--- config.mk ---
export PLATFORM = sky130hd
export DESIGN_NAME = mips_multicycle_ctrl
export DESIGN_NICKNAME = d
export VERILOG_FILES = /design/src/rtl/mips_multicycle_ctrl.sv
export SDC_FILE = /design/constraint.sdc
export NUM_CORES = 1
export LEC_CHECK = 0
export ABC_AREA = 1
export ABC_CLOCK_PERIOD_IN_PS = 1700
export BUFFER_PORTS_ARGS = -buffer_cell sky130_fd_sc_hd__buf_2
export CAP_MARGIN = 25
export CORE_MARGIN = 3
export CORE_UTILIZATION = 25
export CTS_CLUSTER_DIAMETER = 120
export DETAILED_ROUTE_END_ITERATION = 10
export SLEW_MARGIN = 0
export SYNTH_ARGS = -nofsm -noshare
export SYNTH_HDL_FRONTEND = slang
export SYNTH_SLANG_ARGS = --single-unit
--- constraint.sdc ---
create_clock -name clk_i -period 1.7 [get_ports clk_i]
set_input_delay 0.255 -clock clk_i [delete_from_list [all_inputs] [get_ports clk_i]]
set_output_delay 0.255 -clock clk_i [all_outputs]
set_load 0.05 [all_outputs]
--- src/rtl/mips_multicycle_ctrl.sv ---
// Main control FSM for the multi-cycle MIPS datapath.
// Sequences fetch/decode/execute/memory/writeback, handshakes with a variable-latency
// memory through mem_ready_i (with optional timeout) and counts retired instructions.
// Optional feature: define MIPS_CTRL_ADDI_EN to add the addi path (states 10 and 11).
module mips_multicycle_ctrl #(
  parameter int unsigned CNT_W   = 32,
  parameter int unsigned MEM_TMO = 16
) (
  input  logic             clk_i,
  input  logic             reset_i,
  input  logic [5:0]       opcode_i,
  input  logic             zero_i,
  input  logic             mem_ready_i,
  output logic             pc_en_o,
  output logic             i_or_d_o,
  output logic             mem_read_o,
  output logic             mem_write_o,
  output logic             ir_write_o,
  output logic             reg_dst_o,
  output logic             mem_to_reg_o,
  output logic             reg_write_o,
  output logic             alu_src_a_o,
  output logic [1:0]       alu_src_b_o,
  output logic [1:0]       alu_op_o,
  output logic [1:0]       pc_source_o,
  output logic [3:0]       state_o,
  output logic             illegal_o,
  output logic             mem_tmo_o,
  output logic [CNT_W-1:0] instr_cnt_o
);

  typedef enum logic [3:0] {
    StFetch  = 4'd0,
    StDecode = 4'd1,
    StMemAdr = 4'd2,
    StMemRd  = 4'd3,
    StMemWb  = 4'd4,
    StMemWr  = 4'd5,
    StExec   = 4'd6,
    StAluWb  = 4'd7,
    StBranch = 4'd8,
    StJump   = 4'd9,
    StAddiEx = 4'd10,
    StAddiWb = 4'd11
  } state_e;

  localparam logic [5:0] OpRtype = 6'b000000;
  localparam logic [5:0] OpLw    = 6'b100011;
  localparam logic [5:0] OpSw    = 6'b101011;
  localparam logic [5:0] OpBeq   = 6'b000100;
  localparam logic [5:0] OpJ     = 6'b000010;
  localparam logic [5:0] OpAddi  = 6'b001000;

  // Wait counter only has to reach MEM_TMO-1.
  localparam int unsigned WaitW      = (MEM_TMO > 2) ? $clog2(MEM_TMO) : 1;
  localparam int unsigned TmoLastInt = (MEM_TMO == 0) ? 0 : MEM_TMO - 1;
  localparam logic [WaitW-1:0] TmoLast = WaitW'(TmoLastInt);

  state_e             state_q, state_d;
  logic [5:0]         op_q, op_d;
  logic [WaitW-1:0]   wait_q, wait_d;
  logic [CNT_W-1:0]   cnt_q, cnt_d;
  logic               mem_state, tmo_hit, retire;
  logic               pc_write, pc_write_cond;

  assign mem_state = (state_q == StFetch) || (state_q == StMemRd) || (state_q == StMemWr);
  // A same-cycle mem_ready beats the timeout.
  assign tmo_hit   = (MEM_TMO != 0) && mem_state && !mem_ready_i && (wait_q == TmoLast);

  // State, latched opcode, wait counter and retire counter.
  always_ff @(posedge clk_i) begin
    if (reset_i) begin
      state_q <= StFetch;
      op_q    <= '0;
      wait_q  <= '0;
      cnt_q   <= '0;
    end else begin
      state_q <= state_d;
      op_q    <= op_d;
      wait_q  <= wait_d;
      cnt_q   <= cnt_d;
    end
  end

  // Next state, retire decision and wait-counter update.
  always_comb begin
    state_d = state_q;
    op_d    = op_q;
    retire  = 1'b0;
    unique case (state_q)
      StFetch: begin
        if (mem_ready_i)  state_d = StDecode;
        else if (tmo_hit) state_d = StFetch;
      end
      StDecode: begin
        op_d = opcode_i;
        case (opcode_i)
          OpLw, OpSw: state_d = StMemAdr;
          OpRtype:    state_d = StExec;
          OpBeq:      state_d = StBranch;
          OpJ:        state_d = StJump;
`ifdef MIPS_CTRL_ADDI_EN
          OpAddi:     state_d = StAddiEx;
`endif
          default:    state_d = StFetch;
        endcase
      end
      StMemAdr: state_d = (op_q == OpLw) ? StMemRd : StMemWr;
      StMemRd: begin
        if (mem_ready_i)  state_d = StMemWb;
        else if (tmo_hit) state_d = StFetch;
      end
      StMemWb: begin
        state_d = StFetch;
        retire  = 1'b1;
      end
      StMemWr: begin
        if (mem_ready_i || tmo_hit) state_d = StFetch;
        retire = mem_ready_i;
      end
      StExec:   state_d = StAluWb;
      StAluWb: begin
        state_d = StFetch;
        retire  = 1'b1;
      end
      StBranch, StJump: begin
        state_d = StFetch;
        retire  = 1'b1;
      end
`ifdef MIPS_CTRL_ADDI_EN
      StAddiEx: state_d = StAddiWb;
      StAddiWb: begin
        state_d = StFetch;
        retire  = 1'b1;
      end
`endif
      default:  state_d = StFetch;
    endcase
    // Counter is zero on every entry to a memory-wait state since it clears on exit.
    wait_d = (mem_state && !mem_ready_i && !tmo_hit) ? wait_q + WaitW'(1) : '0;
    cnt_d  = retire ? cnt_q + CNT_W'(1) : cnt_q;
  end

  // Datapath controls decoded from the current state; enables squashed during reset.
  always_comb begin
    pc_write      = 1'b0;
    pc_write_cond = 1'b0;
    i_or_d_o      = 1'b0;
    mem_read_o    = 1'b0;
    mem_write_o   = 1'b0;
    ir_write_o    = 1'b0;
    reg_dst_o     = 1'b0;
    mem_to_reg_o  = 1'b0;
    reg_write_o   = 1'b0;
    alu_src_a_o   = 1'b0;
    alu_src_b_o   = 2'b00;
    alu_op_o      = 2'b00;
    pc_source_o   = 2'b00;
    illegal_o     = 1'b0;
    mem_tmo_o     = 1'b0;
    unique case (state_q)
      StFetch: begin
        mem_read_o  = 1'b1;
        alu_src_b_o = 2'b01;
        ir_write_o  = mem_ready_i;
        pc_write    = mem_ready_i;
        mem_tmo_o   = tmo_hit;
      end
      StDecode: begin
        alu_src_b_o = 2'b11;
        case (opcode_i)
          OpLw, OpSw, OpRtype, OpBeq, OpJ: illegal_o = 1'b0;
`ifdef MIPS_CTRL_ADDI_EN
          OpAddi:                          illegal_o = 1'b0;
`endif
          default:                         illegal_o = 1'b1;
        endcase
      end
      StMemAdr, StAddiEx: begin
        alu_src_a_o = 1'b1;
        alu_src_b_o = 2'b10;
      end
      StMemRd: begin
        mem_read_o = 1'b1;
        i_or_d_o   = 1'b1;
        mem_tmo_o  = tmo_hit;
      end
      StMemWb: begin
        reg_write_o  = 1'b1;
        mem_to_reg_o = 1'b1;
      end
      StMemWr: begin
        mem_write_o = !tmo_hit;
        i_or_d_o    = 1'b1;
        mem_tmo_o   = tmo_hit;
      end
      StExec: begin
        alu_src_a_o = 1'b1;
        alu_op_o    = 2'b10;
      end
      StAluWb: begin
        reg_write_o = 1'b1;
        reg_dst_o   = 1'b1;
      end
      StBranch: begin
        alu_src_a_o   = 1'b1;
        alu_op_o      = 2'b01;
        pc_write_cond = 1'b1;
        pc_source_o   = 2'b01;
      end
      StJump: begin
        pc_write    = 1'b1;
        pc_source_o = 2'b10;
      end
      StAddiWb: reg_write_o = 1'b1;
      default: ;
    endcase
    pc_en_o = pc_write | (pc_write_cond & zero_i);
    if (reset_i) begin
      pc_en_o     = 1'b0;
      mem_read_o  = 1'b0;
      mem_write_o = 1'b0;
      ir_write_o  = 1'b0;
      reg_write_o = 1'b0;
      illegal_o   = 1'b0;
      mem_tmo_o   = 1'b0;
    end
  end

  assign state_o     = state_q;
  assign instr_cnt_o = cnt_q;

endmodule

---- After elaboration in Yosys (flattened, before gate mapping) ----
Index checks and enable logic that the tools add are counted.
operators by class
  add/sub/neg operators ................... 2
  eq/ne operators ......................... 18
  muxes and demuxes ....................... 31
  bitwise operators ....................... 3
  reduce and logical (&&, ||, !) cells .... 20
operator list
  kind                   number
  $add 32x1->32 const B  1
  $pmux 4 s6             1
  $eq 4x4->1 const B     5
  $mux 1                 19
  $eq 6x6->1 const B     3
  $eq 4x3->1 const B     4
  $mux 4                 4
  $pmux 4 s4             1
  $reduce_or 2->1        5
  $eq 4x2->1 const B     2
  $pmux 2 s2             2
  $reduce_or 4->1        2
  $eq 6x2->1 const B     1
  $eq 6x3->1 const B     1
  $logic_not 6->1        1
  $pmux 2 s3             1
  $reduce_or 3->1        2
  $reduce_or 5->1        1
  $add 4x1->4 const B    1
  $eq 4x1->1 const B     1
  $logic_not 4->1        1
  $pmux 1 s2             2
  $logic_and 1x1->1      3
  $logic_or 1x1->1       3
  6 further kinds        7
storage, ports and cells
  register bits after elaboration ......... 46
  output and inout bits ................... 53

---- Longest topological paths before layout ----
  depth in word-level cells ............... 9
  depth in mapped cells ................... 10
  mapped depth without buffers ............ 10

---- Worst setup path after synthesis ----
Ideal clock, no wire load.
  path type ............................... register -> output
  start ................................... register state_q[0], in the netlist state_o[0]
  end ..................................... output illegal_o
  data arrival time ....................... 2.661 ns
  required time ........................... 1.445 ns
  path slack .............................. -1.216 ns
  cell stages (with the launch flop) ...... 6
  path buffers ............................ 1
  path through ............................ dfxtp_1 > nand2_1 > inv_1 > nand2_1 > buf_2 > nor4_1
on the way
  longest elaborated chain between the ends .. 3
ends and longest elaborated chain
  what                    RTL line  text
  start, declared         59        state_e state_q, state_d;
  start signal, assigned  73        state_q <= StFetch;
  start signal, assigned  78        state_q <= state_d;
  $eq 4x1->1              161       unique case (state_q)
  $mux 1                  161
  $mux 1                  219       if (reset_i) begin
  end, declared           27        output logic illegal_o,
No other way between the ends.

---- Final worst setup path ----
  start ................................... register state_q[0], in the netlist state_o[0]
  end ..................................... output mem_write_o
on the way
  longest elaborated chain between the ends .. 8
  elaborated cells on any way between the ends .. 10
ends and longest elaborated chain
  what                                                  RTL line  text
  $eq 4x2->1 / $logic_not 4->1 (equally long branches)  66        assign mem_state = (state_q == StFetch) || (state_q == StMemRd) || (state_q == StMemWr);
  $logic_or 1x1->1 (2 in a row)                         66
  $logic_and 1x1->1 (2 in a row)                        68        assign tmo_hit = (MEM_TMO != 0) && mem_state && !mem_ready_i && (wait_q == TmoLast);
  $logic_not 1->1                                       193       mem_write_o = !tmo_hit;
  $mux 1 *                                              161
  $mux 1 *                                              219
  end, declared                                         17        output logic mem_write_o,
Every way passes the cells marked *; elsewhere a longest branch is shown, timed or not.

==> impl_results.md <==
* H-tree levels at 2
* Library cells used by synthesis at 27
* Capture instance of the worst register-to-register path: instr_cnt_o[6]
* Count of mapped cells out of synthesis at 487
* CP delay by family, top: simple AND/OR/NAND/NOR gates
* Largest net degree at the start of global routing at 25
* Final worst path period need at 1.83 ns
* Total detailed-routing wirelength at 9.15 mm
* Clock insertion delay at the later pin of the skew report at 0.29 ns
* RSZ-0062 raised after global routing: yes
* TritonCTS sink count at 46
* Hold Crit Class: in -> reg
* Clock input transition at the sequential cells of the worst setup and hold paths at 0.06 ns
* Initial Util at 26.1%
* Number of global-route vias before repair at 3081
* Failing checks: negative setup slack
* Ratio of cells with drive above 1 in the final layout at 30.0%
* Worst-Margin Slew at 0.366 ns
* Area growth, synth to finish at 42.3%
* Hold path start: opcode_i[2]
* Final Hold Viols at 0
* Worst-path cell with the longest stage delay: sky130_fd_sc_hd__dfxtp_4
* Leftover overflow at the end of global routing at 0
* Cell Pwr Density at 564 nW/µm²
* Hold worst-path end: op_q[2]
* TritonCTS clock tree: yes
* Floorplan die height at 113 µm
* Critical Setup Path Class: reg -> out
* Total die area at 12800 µm²
* Count of cells along the worst hold path at 3
* Period Utilization, post-route at 107%
* Number of buffers added by the clock tree synthesis step at 5
* Fmax at 548 MHz
* Number of top-level pins at 63
* Register-to-register path setup slack at 0.09 ns
* Post-layout total power at 2310 µW
* Initial detailed-routing violation count at 135
* Leakage power total at 0.00169 µW
* GP Congestion at 0.880
* Number of max-cap violations at 0
* Clock Skew at 0.00640 ns
* Fraction of the core area covered by cells at the end of the flow at 37.1%
* Cell repeated most along the worst path: sky130_fd_sc_hd__nand2_2
* PnR worst setup slack at -0.126 ns
* Antenna diode count at 0
* Worst hold slack at 0.255 ns
* Width of the die at 113 µm
* Max Fanout on Critical Path at 6
* Outcome: finished with violations
* DRC violation count after routing at 0
* Number of antenna-violating nets in the routed design at 0
* Peak supply drop at 0.381 mV
* Max-slew violation total from the final report at 0
* Net Count, Synth at 499
* FFs w/ async S/R, synth at 0%
* Total GRT Usage at 14.4%
* Startpoint kind of the worst setup timing path: register
* Synthesized area per cell at 5.91 µm²
* Drt first pass iters at 4
* Register area share after synthesis at 32.0%
* Hold_buf cts at 0
* Cell Chain, Critical Path: nand2_4 > inv_2 > o21ai_2 > nand2_2 > nand3b_1 > nand2_2 > nor2_4 > buf_6
* Via count at 3278
* Critical register-to-register path startpoint: state_o[0]
* Count of buffers from port buffering at 62
* Biggest cell delay along the critical path at 0.39 ns
* Number of buffers on the longest clock path at 2
* Cell area after technology mapping at 2880 µm²
* Initial antenna violation count at 0
* Number of enable-type register cells in the synthesized netlist at 0
* Final setup viols at 5
* Flip-flop and latch count after synthesis at 46
* Required time of the critical path at 1.44 ns
* Crit end category: primary output
* Routed vias/inst at 4.51
* Post-detailed-placement half-perimeter wirelength at 6.85 mm
* Warnings from Yosys at 0
* Number of buffer and inverter instances along the worst setup path at 2
* Length in cells of the worst reg-to-reg path at 10
* Number of nets in the final layout at 598
* Rows at 38
* Data arrival time at the worst-slack endpoint at 1.57 ns
* Relative slew margins at 75.4%
* Core area at 11000 µm²
* Wire length of the first global-routing pass at 15.0 mm
* Prevailing post-synth register cell: sky130_fd_sc_hd__dfxtp_1
* Detail-routed net length per standard cell at 12.6 µm
* Clock Root Buffer: sky130_fd_sc_hd__clkbuf_16
-- state kept, by name, summed over array words and instances, names as in the netlist --
name / count
instr_cnt_o: 32
op_q: 6
state_o: 4
wait_q: 4
-- worst reg2reg max path, delay by kind of cell (launching register included) --
| family | cells | cell delay [ns] |
|---|---|---|
| flops | 1 | 0.42 |
| compound gates | 2 | 0.21 |
| simple gates | 5 | 0.44 |
| buf+inv | 3 | 0.44 |
-- cells in the mapped netlist (3+ instances only) --
cell,count,share of area (%)
sky130_fd_sc_hd__xor2_1,6,1.8
sky130_fd_sc_hd__nor2_4,3,1.2
sky130_fd_sc_hd__nor2_2,3,0.65
sky130_fd_sc_hd__nand3_1,26,4.5
sky130_fd_sc_hd__nand4_1,5,1.1
sky130_fd_sc_hd__nor2_1,92,12
sky130_fd_sc_hd__a21oi_1,35,6.1
sky130_fd_sc_hd__xnor2_1,4,1.2
sky130_fd_sc_hd__inv_1,52,6.8
sky130_fd_sc_hd__nand2_1,169,22
sky130_fd_sc_hd__clkbuf_1,4,0.52
sky130_fd_sc_hd__nor3_1,3,0.52
sky130_fd_sc_hd__dfxtp_1,46,32
sky130_fd_sc_hd__o21ai_0,19,3.3
-- kinds of logic after synthesis --
kind of cell | Yosys count | share of synthesized area [%]
AOI/OAI and AO/OA | 56 | 10.2
buffers and inverters | 65 | 9.74
DFF | 46 | 32.0
adders and majority gates | 2 | 0.870
and+or+nand+nor | 308 | 44.1
xor gates and xnor gates | 10 | 3.04
-- power by group --
part	switching (µW)	total (µW)	leakage, µW	internal (µW)
combinational	140	223	0.00124	82.1
sequential	12.6	1100	0.000379	1090
clock	402	989	0.0000712	587
total	555	2310	0.00169	1750
-- worst max path at each step --
stage / cells past startpoint / startpoint / to
after floorplan: 4 / state_o[3] / illegal_o
after global placement: 8 / state_o[0] / mem_write_o
after detailed placement: 8 / state_o[0] / mem_write_o
after CTS: 8 / state_o[1] / mem_write_o
after global routing: 8 / state_o[0] / mem_write_o
final: 8 / state_o[0] / mem_write_o
-- per-layer routing --
layer / GRT usage (%) / vias up / wire (µm) / part of all wire [%]
li1: - / 1717 / - / -
met1: 18.7 / 1491 / 4150 / 45
met2: 24.5 / 60 / 4490 / 49
met3: 2.78 / 10 / 386 / 4.2
met4: 3.45 / 0 / 122 / 1.3
met5: 0 / - / 0 / 0
-- per-stage QoR --
step,cells,cell area [µm²],TNS (ns),worst slack [ns]
2_1_floorplan,487,3000,-0.227,-0.110
3_3_place_gp,705,3620,0,0.0482
3_5_place_dp,705,3620,0,0.0162
4_1_cts,723,3960,-0.361,-0.0867
5_1_grt,727,4090,-0.648,-0.188
6_report,727,4090,-0.306,-0.126
-- cell usage in the layout, fill, tap and decap left out, drive strengths merged --
cell type / n
xnor2: 4
ha: 2
nand3b: 2
a21oi: 35
dfxtp: 46
o21ai: 19
o21bai: 1
nand4: 5
nor4: 1
xor2: 6
inv: 53
nor3: 3
nor2: 98
clkinvlp: 1
o2111a: 1
clkbuf: 8
buf: 103
nand2: 171
nand3: 28
-- final cells by class --
type | instances | area, µm²
inverter | 54 | 221
clock buffer | 8 | 146
timing repair buffer | 103 | 736
sequential | 46 | 950
fill | 1186 | 6940
multi-input combinational | 376 | 1860
tap | 140 | 175
-- repair_timing --
action | in CTS | in global routing
setup endpoints to repair | 9 | 36
pin swaps | 10 | 16
buffers inserted | 10 | 7
gates resized for setup | 40 | 35
(Power assumes the default switching activity.)
